File: src/rtl/led_pkg.sv
// rtl/led_pkg.sv - shared state encoding and counter-width helper for the LED status panel
package led_pkg;

    typedef enum logic [1:0] {
        ST_WAIT = 2'd0,
        ST_TEST = 2'd1,
        ST_RUN  = 2'd2
    } state_t;

    // Bits needed to hold every value from 0 up to and including terminal.
    function automatic int cnt_w(input int terminal);
        return (terminal < 1) ? 1 : $clog2(terminal + 1);
    endfunction

endpackage

File: src/rtl/led_status_panel_tick_gen.sv
// rtl/led_status_panel_tick_gen.sv - enable-gated prescaler producing a registered one-cycle tick
//   clk    : clock
//   rst_n  : asynchronous active-low reset
//   enable : run the prescaler; while low the count is held at 0 and tick stays low
//   tick   : high for the cycle after the count reaches DIV-1
module tick_gen
    import led_pkg::*;
#(
    parameter int DIV = 8000
) (
    input  logic clk,
    input  logic rst_n,
    input  logic enable,
    output logic tick
);

    localparam int            CW    = cnt_w(DIV - 1);
    localparam logic [CW-1:0] C_MAX = CW'(DIV - 1);

    logic [CW-1:0] cnt;

    always_ff @(posedge clk or negedge rst_n) begin
        if (!rst_n) begin
            cnt  <= '0;
            tick <= 1'b0;
        end else if (!enable) begin
            cnt  <= '0;
            tick <= 1'b0;
        end else begin
            tick <= (cnt == C_MAX);
            cnt  <= (cnt == C_MAX) ? '0 : cnt + 1'b1;
        end
    end

endmodule

File: src/rtl/led_status_panel.sv
// rtl/led_status_panel.sv - power-up hold-off, lamp test and fault display for a row of channel LEDs
//   clk         : clock
//   rst_n       : asynchronous active-low reset
//   fault       : live per-channel fault flags, active-high
//   ack         : one-cycle request to clear latched faults that are no longer present
//   retest      : one-cycle request (RUN only) to rerun the lamp test
//   led         : LED drive, 1 = lamp on
//   tick        : one-cycle strobe every TICK_DIV clocks after the hold-off
//   test_active : high while in TEST
//   run         : high while in RUN
module led_status_panel
    import led_pkg::*;
#(
    parameter int              N_CH        = 10,
    parameter int              STARTUP_CYC = 1048575,
    parameter int              TICK_DIV    = 8000,
    parameter int              PHASE_TICKS = 2500,
    parameter int              NUM_PHASES  = 4,
    parameter int              BLINK_TICKS = 2500,
    parameter logic [N_CH-1:0] LATCH_MASK  = '0
) (
    input  logic            clk,
    input  logic            rst_n,
    input  logic [N_CH-1:0] fault,
    input  logic            ack,
    input  logic            retest,
    output logic [N_CH-1:0] led,
    output logic            tick,
    output logic            test_active,
    output logic            run
);

    localparam int SW  = cnt_w(STARTUP_CYC);
    localparam int PTW = cnt_w(PHASE_TICKS - 1);
    localparam int PW  = cnt_w(NUM_PHASES - 1);
    localparam int BW  = cnt_w(BLINK_TICKS - 1);

    localparam logic [SW-1:0]  SC_MAX = SW'(STARTUP_CYC);
    localparam logic [PTW-1:0] PT_MAX = PTW'(PHASE_TICKS - 1);
    localparam logic [PW-1:0]  PH_MAX = PW'(NUM_PHASES - 1);
    localparam logic [BW-1:0]  BT_MAX = BW'(BLINK_TICKS - 1);

    state_t          state, state_nx;
    logic [SW-1:0]   sc, sc_nx;
    logic [PTW-1:0]  pt_cnt, pt_nx;
    logic [PW-1:0]   ph, ph_nx;
    logic [BW-1:0]   bt_cnt, bt_nx;
    logic            blink, blink_nx;
    logic [N_CH-1:0] lat, lat_nx;
    logic [N_CH-1:0] led_nx;
    logic            tick_en;
    logic            tick_i;

    assign tick_en = (state != ST_WAIT);

    tick_gen #(
        .DIV(TICK_DIV)
    ) u_tick_gen (
        .clk   (clk),
        .rst_n (rst_n),
        .enable(tick_en),
        .tick  (tick_i)
    );

    assign tick        = tick_i;
    assign test_active = (state == ST_TEST);
    assign run         = (state == ST_RUN);

    always_ff @(posedge clk or negedge rst_n) begin
        if (!rst_n) begin
            state <= ST_WAIT;
        end else begin
            state <= state_nx;
        end
    end

    always_comb begin
        state_nx = state;
        sc_nx    = sc;
        pt_nx    = pt_cnt;
        ph_nx    = ph;
        bt_nx    = bt_cnt;
        blink_nx = blink;
        led_nx   = '0;

        // Latches exist only where masked in; a present fault beats a coincident ack.
        lat_nx = LATCH_MASK & (fault | (lat & ~{N_CH{ack}}));

        unique case (state)
            ST_WAIT: begin
                if (sc != SC_MAX) begin
                    sc_nx = sc + 1'b1;
                end
                if (sc_nx == SC_MAX) begin
                    state_nx = ST_TEST;
                end
            end
            ST_TEST: begin
                if (tick_i) begin
                    if (pt_cnt == PT_MAX) begin
                        pt_nx = '0;
                        if (ph == PH_MAX) begin
                            ph_nx    = '0;
                            bt_nx    = '0;
                            blink_nx = 1'b0;
                            state_nx = ST_RUN;
                        end else begin
                            ph_nx = ph + 1'b1;
                        end
                    end else begin
                        pt_nx = pt_cnt + 1'b1;
                    end
                end
            end
            ST_RUN: begin
                // Retest drops any tick of this cycle; the prescaler itself keeps running.
                if (retest) begin
                    pt_nx    = '0;
                    ph_nx    = '0;
                    state_nx = ST_TEST;
                end else if (tick_i) begin
                    if (bt_cnt == BT_MAX) begin
                        bt_nx    = '0;
                        blink_nx = ~blink;
                    end else begin
                        bt_nx = bt_cnt + 1'b1;
                    end
                end
            end
            default: begin
                state_nx = ST_WAIT;
            end
        endcase

        // LED drive follows the state being entered so every output changes on one edge.
        unique case (state_nx)
            ST_TEST: led_nx = {N_CH{ph_nx[0]}};
            ST_RUN:  led_nx = ~(fault | lat_nx) | (lat_nx & ~fault & {N_CH{blink_nx}});
            default: led_nx = '0;
        endcase
    end

    always_ff @(posedge clk or negedge rst_n) begin
        if (!rst_n) begin
            sc     <= '0;
            pt_cnt <= '0;
            ph     <= '0;
            bt_cnt <= '0;
            blink  <= 1'b0;
            lat    <= '0;
            led    <= '0;
        end else begin
            sc     <= sc_nx;
            pt_cnt <= pt_nx;
            ph     <= ph_nx;
            bt_cnt <= bt_nx;
            blink  <= blink_nx;
            lat    <= lat_nx;
            led    <= led_nx;
        end
    end

endmodule

File: config.mk
export PLATFORM = sky130hd
export DESIGN_NAME = led_status_panel
export DESIGN_NICKNAME = d
export VERILOG_FILES = /design/src/rtl/led_pkg.sv /design/src/rtl/led_status_panel_tick_gen.sv /design/src/rtl/led_status_panel.sv
export SDC_FILE = /design/constraint.sdc
export NUM_CORES = 1
export LEC_CHECK = 0
export ABC_AREA = 1
export BUFFER_PORTS_ARGS = -buffer_cell sky130_fd_sc_hd__buf_2
export CORE_MARGIN = 8
export CORE_UTILIZATION = 45
export DETAILED_ROUTE_END_ITERATION = 7
export PLACE_DENSITY = 0.62
export SLEW_MARGIN = 0
export SYNTH_ARGS = -nofsm -noshare
export SYNTH_HDL_FRONTEND = slang
export SYNTH_HIERARCHICAL = 1
export SYNTH_SLANG_ARGS = --single-unit
File: constraint.sdc
create_clock -name clk -period 2.99 [get_ports clk]
set_input_delay 0.598 -clock clk [delete_from_list [all_inputs] [get_ports clk]]
set_output_delay 0.598 -clock clk [all_outputs]
set_load 0.03 [all_outputs]
[Word-level counts from Yosys, hierarchy flattened]
Index checks and enable logic that the tools add are counted.
Word-level totals
  register bits after elaboration: 60
  bits of input ports: 14
  output and inout bits: 13
  word-level logic and storage cells: 51
Operators by class
  $add $sub $neg: 4
  eq/ne operators: 12
  multiplexer cells: 21
  bitwise gates (word level): 1
  reductions and logical operators: 5
Operator list (number)
  2-to-1 mux 20 bit: 2
  2-to-1 mux 12 bit: 3
  2-to-1 mux 13 bit: 2
  case mux 12 bit (2 select lines): 1
  adder 20 x 1 -> 20 bit, second input constant: 1
  equality test 20 bit, second input constant: 1
  inequality test 20 bit, second input constant: 1
  case mux 10 bit (2 select lines): 1
  2-to-1 mux 2 bit: 9
  adder 13 x 1 -> 13 bit, second input constant: 1
  equality test 13 bit, second input constant: 1
  adder 12 x 1 -> 12 bit, second input constant: 1
  equality test 12 bit, second input constant: 1
  NOT 10 bit: 1
  equality test 2 bit, second input constant: 3
  case mux 2 bit (3 select lines): 1
  equality test 2 x 1 -> 1 bit, second input constant: 2
  inequality test 2 x 1 -> 1 bit, second input constant: 2
  case mux 2 bit (2 select lines): 1
  AND reduction 4 bit: 1
  nonzero test 2 bit: 2
  AND reduction 3 bit: 1
  adder 2 x 1 -> 2 bit, second input constant: 1
  logical NOT 2 bit: 1
  2 further kinds: 2

[Logic depth before layout (Yosys ltp)]
Gate-level depths: netlist of the first run.
  word-level depth: 8
  gate-level depth with buffers: 20
  depth with buffers taken out: 19

[Modules after synthesis]
The synthesis of the first run kept the hierarchy.
Modules (own cells, without submodules)
  led_status_panel: times used 1, cells each 387, area each 2884.0 um^2, sequential area each 1151.1 um^2
  tick_gen: times used 1, cells each 80, area each 696.9 um^2, sequential area each 350.3 um^2

[Worst setup path before layout of the first run]
OpenSTA, ideal clock, no wires.
  path kind: reg2reg
  start: reg sc[1]
  end: reg led[0]
  setup time: 0.136 ns
  data arrival time: 2.275 ns
  data required time: 2.854 ns
  slack: 0.579 ns
  stages on the path, launching flop included: 18
  buffers on the path: 2
  period minus slack after synthesis: 2.411 ns
  path through: dfrtp_1 > ha_1 > nand3_2 > inv_2 > nand2_4 > nand3b_1 > buf_6 > o21ai_2 > nand2_1 > nor2_1 > nand3_2 > nand3_1 > nand2_1 > nand2_2 > inv_2 > ha_1 > buf_1 > a21oi_1
On the way
  longest elaborated chain between the ends: 8
  elaborated cells between the ends (all ways): 10
  those cells by class: add/sub (1); eq/ne (4); mux (5)
Ends and longest elaborated chain
  from (decl): RTL line led_status_panel.sv:44  | logic [SW-1:0] sc, sc_nx;
  from (signal assigned): RTL line led_status_panel.sv:153  | sc <= sc_nx;
  adder 20 x 1 -> 20 bit or inequality test 20 bit (tied branches): RTL line led_status_panel.sv:92, led_status_panel.sv:91
  2-to-1 mux 20 bit (*): RTL line led_status_panel.sv:91  | if (sc != SC_MAX) begin
  2-to-1 mux 20 bit (*): RTL line led_status_panel.sv:89  | unique case (state)
  equality test 20 bit (*): RTL line led_status_panel.sv:94  | if (sc_nx == SC_MAX) begin
  2-to-1 mux 2 bit (*): RTL line led_status_panel.sv:94
  case mux 2 bit (3 select lines) (*): RTL line led_status_panel.sv:89
  named net state_nx[1]: RTL line led_status_panel.sv:43  | state_t state, state_nx;
  equality test 2 bit or equality test 2 x 1 -> 1 bit (tied branches): RTL line led_status_panel.sv:136  | unique case (state_nx)
  case mux 10 bit (2 select lines) (*): RTL line led_status_panel.sv:136
  named net led_nx[0]: RTL line led_status_panel.sv:50  | logic [N_CH-1:0] led_nx;
  to (signal assigned): RTL line led_status_panel.sv:159  | led <= led_nx;
  to (decl): RTL line led_status_panel.sv:27  | output logic [N_CH-1:0] led,
Mark *: on every way through the listed nets, which the timed path passes. The rest lies on a longest branch. The select of a mux whose other input is x is not followed.
A chain may end at the register's enable or synchronous reset.

[Worst setup path in the final report of the first run]
  start: reg sc[0]
  end: reg led[6]
The elaborated chain is that of the path after synthesis.

==> results.toml, run 1 <==
[logic_synthesis]
synth_nets = 491
yosys_warnings = 6
synth_most_common_cell = "nand2_1"
synth_top_area_cell = "dfrtp_1"
synth.distinct_cells = 39
synth-async-reset-ratio_pct = 100
synthTopCellsByCount = "102 x nand2_1, 67 x nor2_1, 60 x dfrtp_1"
synth_area_per_cell_um2 = 7.67
netlist.area_leader.share_pct = 41.9
synthFlopType = "dfrtp_1"
seq_area_frac_synth_pct = 41.9
synth-edff-count = 0
synth.area.top_cells = "dfrtp_1 42%, nand2_1 11%, nor2_1 7.0%"
netlist_instances = 467
synth_seq_cells = 60
synth_area_um2 = 3580

[floorplanning]
start_util_pct = 46.3
coreArea_um2 = 7730
die-area_um2 = 11100
die_w_um = 105
rows = 32
io_pins = 27
die_y_um = 105

[worst_setup_path]
crit_path_end_kind = "flip-flop"
cp.required_ns = 3.20
arrival_ns = 2.88
start_kind = "flip-flop"
critPathKind = "flip-flop to flip-flop"
cp_max_fo = 10

[power]
p_comb_share_pct = 2.4
p_clk_share_pct = 49.0
pwr_density_cell_nw_per_um2 = 416
sequentialPowerShare_pct = 48.6
intPower_mw = 1.34
p_sw_uw = 352
p_sw_share_pct = 20.8
p_leak_nw = 1.93
peakVddDrop_mv = 0.195
total_power_mw = 1.69

[layout]
fin_nets = 527
final_util_pct = 52.7
area_delta_synth_final_pct = 13.7
fin_area_um2 = 4070
fill_cells = 718
layout-drive-gt1-share_pct = 17.0
antenna_cells = 0

[clock_tree]
clock_latency_ns = 0.34
postCtsHoldBufs = 0
clock-sinks = 60
clk_pin_slew_ns = 0.07
cts_tree = "yes"
cts-root-buf = "clkbuf_8"
cts_buffer_depth = 2
cts_buffers = 9
cts_setup_buffers = 0
htreeDepth = 3
postCtsResizedCells = 0

[timing]
hold_violations = 0
finalSetupViolCount = 0
slew_violations = 0
skew_ns = 0.00853
layout_setup_ws_ns = 0.317
final.setup.tns_ns = 0
slew_headroom_pct = 74.3
worst_pin_slew_ns = 0.385
rsz0062_at_grt = "no"
max_freq_mhz = 374
min_period_ns = 2.67
period_share_pct = 89.4

[run]
maxCapViolCount = 0

[global_routing]
grt.overflow.total = 0
grt_max_degree = 31
grt_antenna_before_repair = 0
grt_pass1_vias = 3019
grt_pass1_wl_um = 13400
grtUsageTotal_pct = 14.5

[placed_design]
pre_cts_ws_ns = 0.246
dp_hpwl_um = 5750
dpl_cell_area_um2 = 3840
gp_routability_congestion = 0.885
port_buffers = 25

[detailed_routing]
viasPerCell = 5.06
final_antenna_net_count = 0
wire_per_inst_um = 12.5
first_iter_violations = 198
drt-total-wl_um = 7610
num_vias = 3081
remaining_drc_errors = 0
dr.pass1.iters = 5

[worst_hold_path]
min_path_type = "input port to asynchronous set/reset pin"

[status]
status = "completed"
-- metrics by stage --
stage / cells / hold slack [ns]
after floorplan: 467 / 0.302
after global routing: 609 / 0.169
final: 609 / 0.149
after detailed placement: 594 / 0.454
after global placement: 594 / 0.448
after CTS: 609 / 0.150
-- worst paths after layout --
kind	start	endpoint	slack, ns	cells after the start
setup / recovery	sc[0]	led[6]	0.32	15
max in group asynchronous	rst_n	sc[2]	2.14	2
hold reg to reg	u_tick_gen/cnt[0]	u_tick_gen/cnt[0]	0.47	1
min in group clk	u_tick_gen/cnt[0]	u_tick_gen/cnt[0]	0.47	1
setup reg to reg	sc[0]	led[6]	0.32	15
hold / removal	rst_n	sc[17]	0.15	1
-- placed cells by master, fill, tap and decap left out, types with 8 or more instances in the layout --
cell type,synthesis,final
xor2_1,11,11
o21ai_0,18,18
ha_1,10,9
nand2_2,7,8
buf_4,1,9
buf_2,0,25
nor2_1,67,67
inv_1,57,57
nand4_1,9,9
a21oi_1,18,18
a31oi_1,14,14
nand3_1,29,29
dfrtp_1,60,60
nand2_1,102,101
clkbuf_8,0,11
-- cells by family (layout without fill, tap and decap cells) --
kind of cell               count (synthesis)  after routing  share of synthesized area [%]
adders and majority gates                 10             10                           3.49
DFF                                       60             60                           41.9
buffers and inverters                     70            110                           8.07
and+or+nand+nor                          246            246                           31.9
AOI/OAI and AO/OA                         65             65                           10.7
xor gates and xnor gates                  16             16                           3.91
-- state kept, by name (all words and copies together) (netlist names) --
| name | flops |
|---|---|
| led | 10 |
| state | 2 |
| u_tick_gen/cnt | 13 |
| pt_cnt | 12 |
| ph | 2 |
| u_tick_gen/tick | 1 |
| sc | 20 |
-- power by group through the flow --
stage / clock network, mW / registers (mW) / logic (mW)
global route: 0.880 / 0.823 / 0.0481
detailed placement: 0 / 0.838 / 0.0420
finish: 0.829 / 0.823 / 0.0402
global placement: 0 / 0.838 / 0.0412
floorplan: 0 / 0.837 / 0.0128
CTS: 0.845 / 0.822 / 0.0419
-- routing by layer --
metal	part of all wire (%)	vias to the layer above	global-route usage, %
li1	-	1578	-
met1	48	1426	18.1
met2	45	62	23.1
met3	5.0	15	3.75
met4	1.8	0	6.22
met5	0	-	0
-- final cells by class --
| type | count | area [um^2] | share of cell area, % |
|---|---|---|---|
| clock buffer | 11 | 151 | 3.72 |
| clock inverter | 4 | 72.6 | 1.78 |
| inverter | 61 | 229 | 5.63 |
| timing repair buffer | 34 | 193 | 4.73 |
| multi-input combinational | 337 | 1800 | 44.1 |
| tap | 102 | 128 | 3.14 |
| sequential | 60 | 1500 | 36.9 |
-- worst max-delay path: stages (launching register included) --
cell and delay (ns):
dfrtp_1 0.39, ha_1 0.23, nand3_2 0.10, inv_2 0.11, nand2_4 0.07, nand3b_1 0.33, o21ai_0 0.18, nand3_1 0.11
nor2_1 0.17, nand3_2 0.11, nand3_1 0.08, nand2_1 0.06, nand2_2 0.08, inv_2 0.04, ha_2 0.43, a21oi_1 0.06
Note: power is estimated with default switching activity, not from simulation.
==> run 2: changes to the inputs <==
--- a/config.mk
+++ b/config.mk
@@ -7,10 +7,11 @@
 export LEC_CHECK = 0
 export ABC_AREA = 1
 export BUFFER_PORTS_ARGS = -buffer_cell sky130_fd_sc_hd__buf_2
+export CAP_MARGIN = 20
 export CORE_MARGIN = 8
-export CORE_UTILIZATION = 45
+export CORE_UTILIZATION = 48
 export DETAILED_ROUTE_END_ITERATION = 7
-export PLACE_DENSITY = 0.62
+export PLACE_DENSITY = 0.65
 export SLEW_MARGIN = 0
 export SYNTH_ARGS = -nofsm -noshare
 export SYNTH_HDL_FRONTEND = slang
==> run 2 against run 1 <==
Net effect:
- die area decreased by 5.3%
- sequential power about the same
- global-route usage increased by 1.6 points
- largest power group is now sequential cells
- sequential share of layout area increased by 0.44 points
- clock skew increased by 0.0028 ns
- setup slack improved by 0.011 ns
- critical path depth increased by 3
- critical path type unchanged
- register-to-register slack about the same
- sequential cell count unchanged
- via count decreased by 1.2%
- highest routed layer unchanged
==> results.toml, run 2 (synthesis gave the netlist of run 1 again) <==
[status]
status = "completed"

[clock_tree]
postCtsHoldBufs = 0
clock_latency_ns = 0.33
clock-sinks = 60
cts_buffers = 9
clk_pin_slew_ns = 0.07
cts_tree = "yes"
htreeDepth = 3
cts_buffer_depth = 2
cts-root-buf = "clkbuf_8"

[timing]
hold_violations = 0
skew_ns = 0.0114
rsz0062_at_grt = "no"
max_freq_mhz = 376
slew_headroom_pct = 49.6
final.setup.tns_ns = 0
finalSetupViolCount = 0
slew_violations = 0
period_share_pct = 89.0
min_period_ns = 2.66
worst_pin_slew_ns = 0.756

[placed_design]
dpl.cell_count = 586
gp_routability_congestion = 0.852
port_buffers = 25
dpl_cell_area_um2 = 3800
dp_hpwl_um = 5390

[power]
p_leak_nw = 1.90
peakVddDrop_mv = 0.277
pwr_density_cell_nw_per_um2 = 400

[layout]
fill_cells = 687
area_delta_synth_final_pct = 12.3
layout_commonest_cell = "nand2_1"
final_util_pct = 55.5
fin_nets = 523
top_register = "sc"
fin_area_um2 = 4020
largest_register_ffs = 20
fin_cells = 603
antenna_cells = 0
layout-drive-gt1-share_pct = 16.3
biggestRegsByFlops = "sc: 20 flops, u_tick_gen/cnt: 13 flops, pt_cnt: 12 flops"
layout_common_cells = "101 x nand2_1, 67 x nor2_1, 60 x dfrtp_1, 57 x inv_1, 29 x nand3_1"

[floorplanning]
die_y_um = 102
start_util_pct = 49.4
io_pins = 27
die-area_um2 = 10500
rows = 31
coreArea_um2 = 7250
die_w_um = 102

[worst_setup_path]
cp_slowest_stage_delay_ns = 0.42
start_kind = "flip-flop"
critPathKind = "flip-flop to flip-flop"
path_cells = "ha_1 > nand3_2 > inv_2 > nand2_4 > nor2_4 > nand3_4 > nand2_1 > nand2_1 > inv_1 > nand2_1 > nor2_1 > nand3_2 > nand3_1 > nand2_1 > nand2_2 > inv_2 > ha_2 > a21oi_1"
cp.required_ns = 3.19
cpMostUsedCell = "nand2_1"
cp_max_fo = 11
r2r_slack_ns = 0.33
arrival_ns = 2.86
cp_slowest_cell = "ha_2"
crit_path_end_kind = "flip-flop"

[global_routing]
grt_max_degree = 61
globalRouteMet2Util_pct = 24.2
grt_use_met1_pct = 21.1
grt.overflow.total = 0
grt_antenna_before_repair = 0
grt_pass1_wl_um = 13400
globalRouteMet3Util_pct = 5.04
grt_pass1_vias = 2998
grtUsageTotal_pct = 16.1
grt_busiest_layer = "met2"

[run]
maxCapViolCount = 0

[detailed_routing]
remaining_drc_errors = 0
final_antenna_net_count = 0
first_iter_violations = 145
drt-total-wl_um = 7500
wire_per_inst_um = 12.4
dr.pass1.iters = 5
num_vias = 3044
viasPerCell = 5.05

[worst_hold_path]
min_path_type = "input port to asynchronous set/reset pin"
[run 2: worst paths after layout]
kind / from / end / cells past startpoint
min reg2reg: u_tick_gen/cnt[0] / u_tick_gen/cnt[0] / 1
min in group clk: u_tick_gen/cnt[0] / u_tick_gen/cnt[0] / 1
max: sc[1] / led[5] / 18
max in group asynchronous: rst_n / u_tick_gen/cnt[8] / 2
max reg2reg: sc[1] / led[5] / 18
min: rst_n / pt_cnt[1] / 2
[run 2: cell type report]
| class | count | area, um^2 | area share, % |
|---|---|---|---|
| multi-input combinational | 337 | 1800 | 44.8 |
| tap | 99 | 124 | 3.08 |
| inverter | 61 | 229 | 5.69 |
| clock buffer | 12 | 155 | 3.86 |
| timing repair buffer | 30 | 163 | 4.04 |
| clock inverter | 4 | 47.5 | 1.18 |
| sequential | 60 | 1500 | 37.3 |
[run 2: critical path: cells and delay by family, from the launching register on]
kind	cells	cell delay, ns
AND/OR/NAND/NOR	12	1.21
adder cells (fa/ha/maj)	2	0.65
flip-flops	1	0.41
buffers and inverters	3	0.22
AO/OA/AOI/OAI	1	0.07
[run 2: report_power, final]
group	switching (mW)	internal, mW
logic	0.0262	0.0124
registers	0.00523	0.818
clock network	0.321	0.428
[run 2: what timing repair did]
| action | 4_1_cts | 5_1_grt |
|---|---|---|
| endpoints found under the setup margin | 0 | 10 |
| resized for setup | 0 | 3 |
| buffers inserted | 0 | 1 |
[run 2: metal layers]
| metal | wire, um | vias to the layer above |
|---|---|---|
| li1 | - | 1570 |
| met1 | 3730 | 1403 |
| met2 | 3260 | 65 |
| met3 | 427 | 6 |
| met4 | 76 | 0 |
| met5 | 0 | - |
[run 2: metrics by stage]
stage	power, mW	hold slack [ns]	setup slack (ns)
floorplan	0.850	0.302	0.579
global placement	0.877	0.453	0.180
detailed placement	0.879	0.465	0.172
CTS	1.63	0.450	0.141
global route	1.67	0.489	0.0328
finish	1.61	0.407	0.328
==> run 3: changes to the inputs <==
--- a/config.mk
+++ b/config.mk
@@ -15,5 +15,4 @@
 export SLEW_MARGIN = 0
 export SYNTH_ARGS = -nofsm -noshare
 export SYNTH_HDL_FRONTEND = slang
-export SYNTH_HIERARCHICAL = 1
 export SYNTH_SLANG_ARGS = --single-unit
==> run 3 against run 2 <==
Net effect:
- setup slack improved by 0.023 ns
- wire length fell by 1.3%
- via count fell by 4.3%
- clock power shrank 0.5%
- hold slack worse by 0.0086 ns
- utilization decreased by 0.46 points
- largest cell class unchanged
==> results.toml, run 3 <==
[placed_design]
gp_routability_congestion = 0.851
dpl.cell_count = 570
dp_hpwl_um = 5280
port_buffers = 25

[global_routing]
grt.overflow.total = 0
grt_pass1_vias = 2870
grt_pass1_wl_um = 12900
grt_antenna_before_repair = 0
grt_max_degree = 43
grtUsageTotal_pct = 15.9

[clock_tree]
cts_setup_buffers = 0
htreeDepth = 3
clk_pin_slew_ns = 0.07
cts_buffers = 9
clock_latency_ns = 0.34
postCtsResizedCells = 0
cts_buffer_depth = 2
cts_tree = "yes"
cts-root-buf = "clkbuf_8"
postCtsHoldBufs = 0
clock-sinks = 60

[logic_synthesis]
netlist_instances = 450
synth-async-reset-ratio_pct = 100
synth.area.top_cells = "dfrtp_1 43%, nand2_1 10%, nor2_1 6.6%"
synth_most_common_cell = "nand2_1"
synthFlopType = "dfrtp_1"
synth-edff-count = 0
synth_area_per_cell_um2 = 7.69
synth_top_area_cell = "dfrtp_1"
synth_seq_cells = 60
synth_nets = 474
synthTopCellsByCount = "94 x nand2_1, 61 x nor2_1, 60 x dfrtp_1"
seq_area_frac_synth_pct = 43.4
synth.distinct_cells = 40
yosys_warnings = 0
synth_area_um2 = 3460
netlist.area_leader.share_pct = 43.4

[power]
peakVddDrop_mv = 0.231
p_leak_nw = 1.82
total_power_mw = 1.58
pwr_density_cell_nw_per_um2 = 403

[worst_setup_path]
cp_slowest_stage_delay_ns = 0.43
rr_endpoint = "led[3]"
critPathBufInv = 1
critPathLaunch = "sc[1]"
cp_slowest_cell = "ha_2"
critPathKind = "flip-flop to flip-flop"
r2r_start = "sc[1]"
path_depth = 16
cpMostUsedCell = "nand2_2"
start_kind = "flip-flop"
crit_path_end_kind = "flip-flop"
cp.required_ns = 3.20
rr_worst_depth = 16
path_cells = "ha_1 > nand2_2 > nor2_4 > nand2_2 > nor2_4 > nand2_4 > o21ai_0 > nand2_1 > nor2_1 > nand3_2 > nand3_1 > nand2_1 > nand2_2 > inv_2 > ha_2 > a21oi_1"
arrival_ns = 2.85
crit_end = "led[3]"
cp_max_fo = 12
r2r_slack_ns = 0.35
crit_family = "simple AND/OR/NAND/NOR gates"

[timing]
period_share_pct = 88.3
slew_violations = 0
rsz0062_at_grt = "no"
worst_pin_slew_ns = 0.933
final.setup.tns_ns = 0
slew_headroom_pct = 37.8
finalSetupViolCount = 0
hold_violations = 0
max_freq_mhz = 379
skew_ns = 0.00975
min_period_ns = 2.64

[status]
status = "completed"

[layout]
layout-drive-gt1-share_pct = 15.6
antenna_cells = 0
ff_latch_area_um2 = 1500
fin_nets = 506
layout_common_cells = "94 x nand2_1, 61 x nor2_1, 60 x dfrtp_1, 53 x inv_1, 26 x nand3_1"
layout_commonest_cell = "nand2_1"
biggestRegsByFlops = "sc: 20 flops, u_tick_gen.cnt: 13 flops, pt_cnt: 12 flops"
area_delta_synth_final_pct = 13.4
fill_cells = 678
multi_input_area_um2 = 1740
largest_register_ffs = 20
fin_cells = 585
top_register = "sc"

[floorplanning]
coreArea_um2 = 7140
rows = 31
io_pins = 27
start_util_pct = 48.5
die_y_um = 101
die_w_um = 101
die-area_um2 = 10200

[detailed_routing]
wire_per_inst_um = 12.6
num_vias = 2914
viasPerCell = 4.98
drt-total-wl_um = 7400
dr.pass1.iters = 4
final_antenna_net_count = 0
remaining_drc_errors = 0
first_iter_violations = 116

[worst_hold_path]
min_path_type = "input port to asynchronous set/reset pin"

[run]
maxCapViolCount = 0
## run 3: changes by cell type in the layout (fill, tap and decap cells not counted), moves of 4 or more
cell,previous run,this run
nor3_1,6,10
nand2_1,101,94
inv_1,57,53
nor2_4,7,3
nor2_1,67,61
## run 3: layer usage
layer / part of all wire, % / track usage, %
met5: 0 / 0
met4: 1.0 / 7.67
met3: 3.1 / 2.90
met2: 47 / 26.0
met1: 49 / 19.6
## run 3: cell families (layout without fill, tap and decap cells)
group	Yosys count	count (layout)	synth area share [%]
AO/OA/AOI/OAI	68	68	11.5
XOR/XNOR	14	14	3.54
adder cells (fa/ha/maj)	10	10	3.61
buffers and inverters	63	99	6.87
flip-flops	60	60	43.4
AND/OR/NAND/NOR	235	235	31.1
## run 3: worst min path at each step
stage | start | end | slack [ns] | depth (start not counted)
3_5_place_dp | u_tick_gen.cnt[0] | u_tick_gen.cnt[0] | 0.45 | 1
4_1_cts | rst_n | sc[5] | 0.42 | 1
3_3_place_gp | u_tick_gen.cnt[0] | u_tick_gen.cnt[0] | 0.45 | 1
2_1_floorplan | rst_n | led[0] | 0.30 | 0
6_report | rst_n | sc[5] | 0.40 | 1
5_1_grt | u_tick_gen.cnt[0] | u_tick_gen.cnt[0] | 0.48 | 1
## run 3: area by class of cell
class | count | area share, %
multi-input cells | 327 | 44.3
clock inverters | 4 | 1.24
repair buffers | 29 | 3.95
flip-flops and latches | 60 | 38.3
well taps | 99 | 3.16
clock buffers | 11 | 3.86
inverters | 55 | 5.26
## run 3: worst reg2reg max path: stages, from the launching register on
cell and delay, ns:
dfrtp_1 0.41, ha_1 0.24, nand2_2 0.08, nor2_4 0.16
nand2_2 0.11, nor2_4 0.16, nand2_4 0.12, o21ai_0 0.11
nand2_1 0.09, nor2_1 0.19, nand3_2 0.11, nand3_1 0.08
nand2_1 0.06, nand2_2 0.08, inv_2 0.04, ha_2 0.43
a21oi_1 0.07
## run 3: where the power goes
group          internal, mW  switching [mW]
registers             0.812               0
clock network         0.424           0.321
logic               0.00823          0.0192
## run 3: stage by stage
| stage | worst slack [ns] | util (%) | hold WS, ns | area (um^2) |
|---|---|---|---|---|
| detailed placement | 0.166 | 52.0 | 0.455 | 3710 |
| CTS | 0.157 | 54.8 | 0.421 | 3910 |
| global placement | 0.231 | 52.0 | 0.446 | 3710 |
| finish | 0.351 | 55.0 | 0.398 | 3930 |
| global route | 0.0517 | 55.0 | 0.477 | 3930 |
| floorplan | 0.591 | - | 0.302 | 3460 |
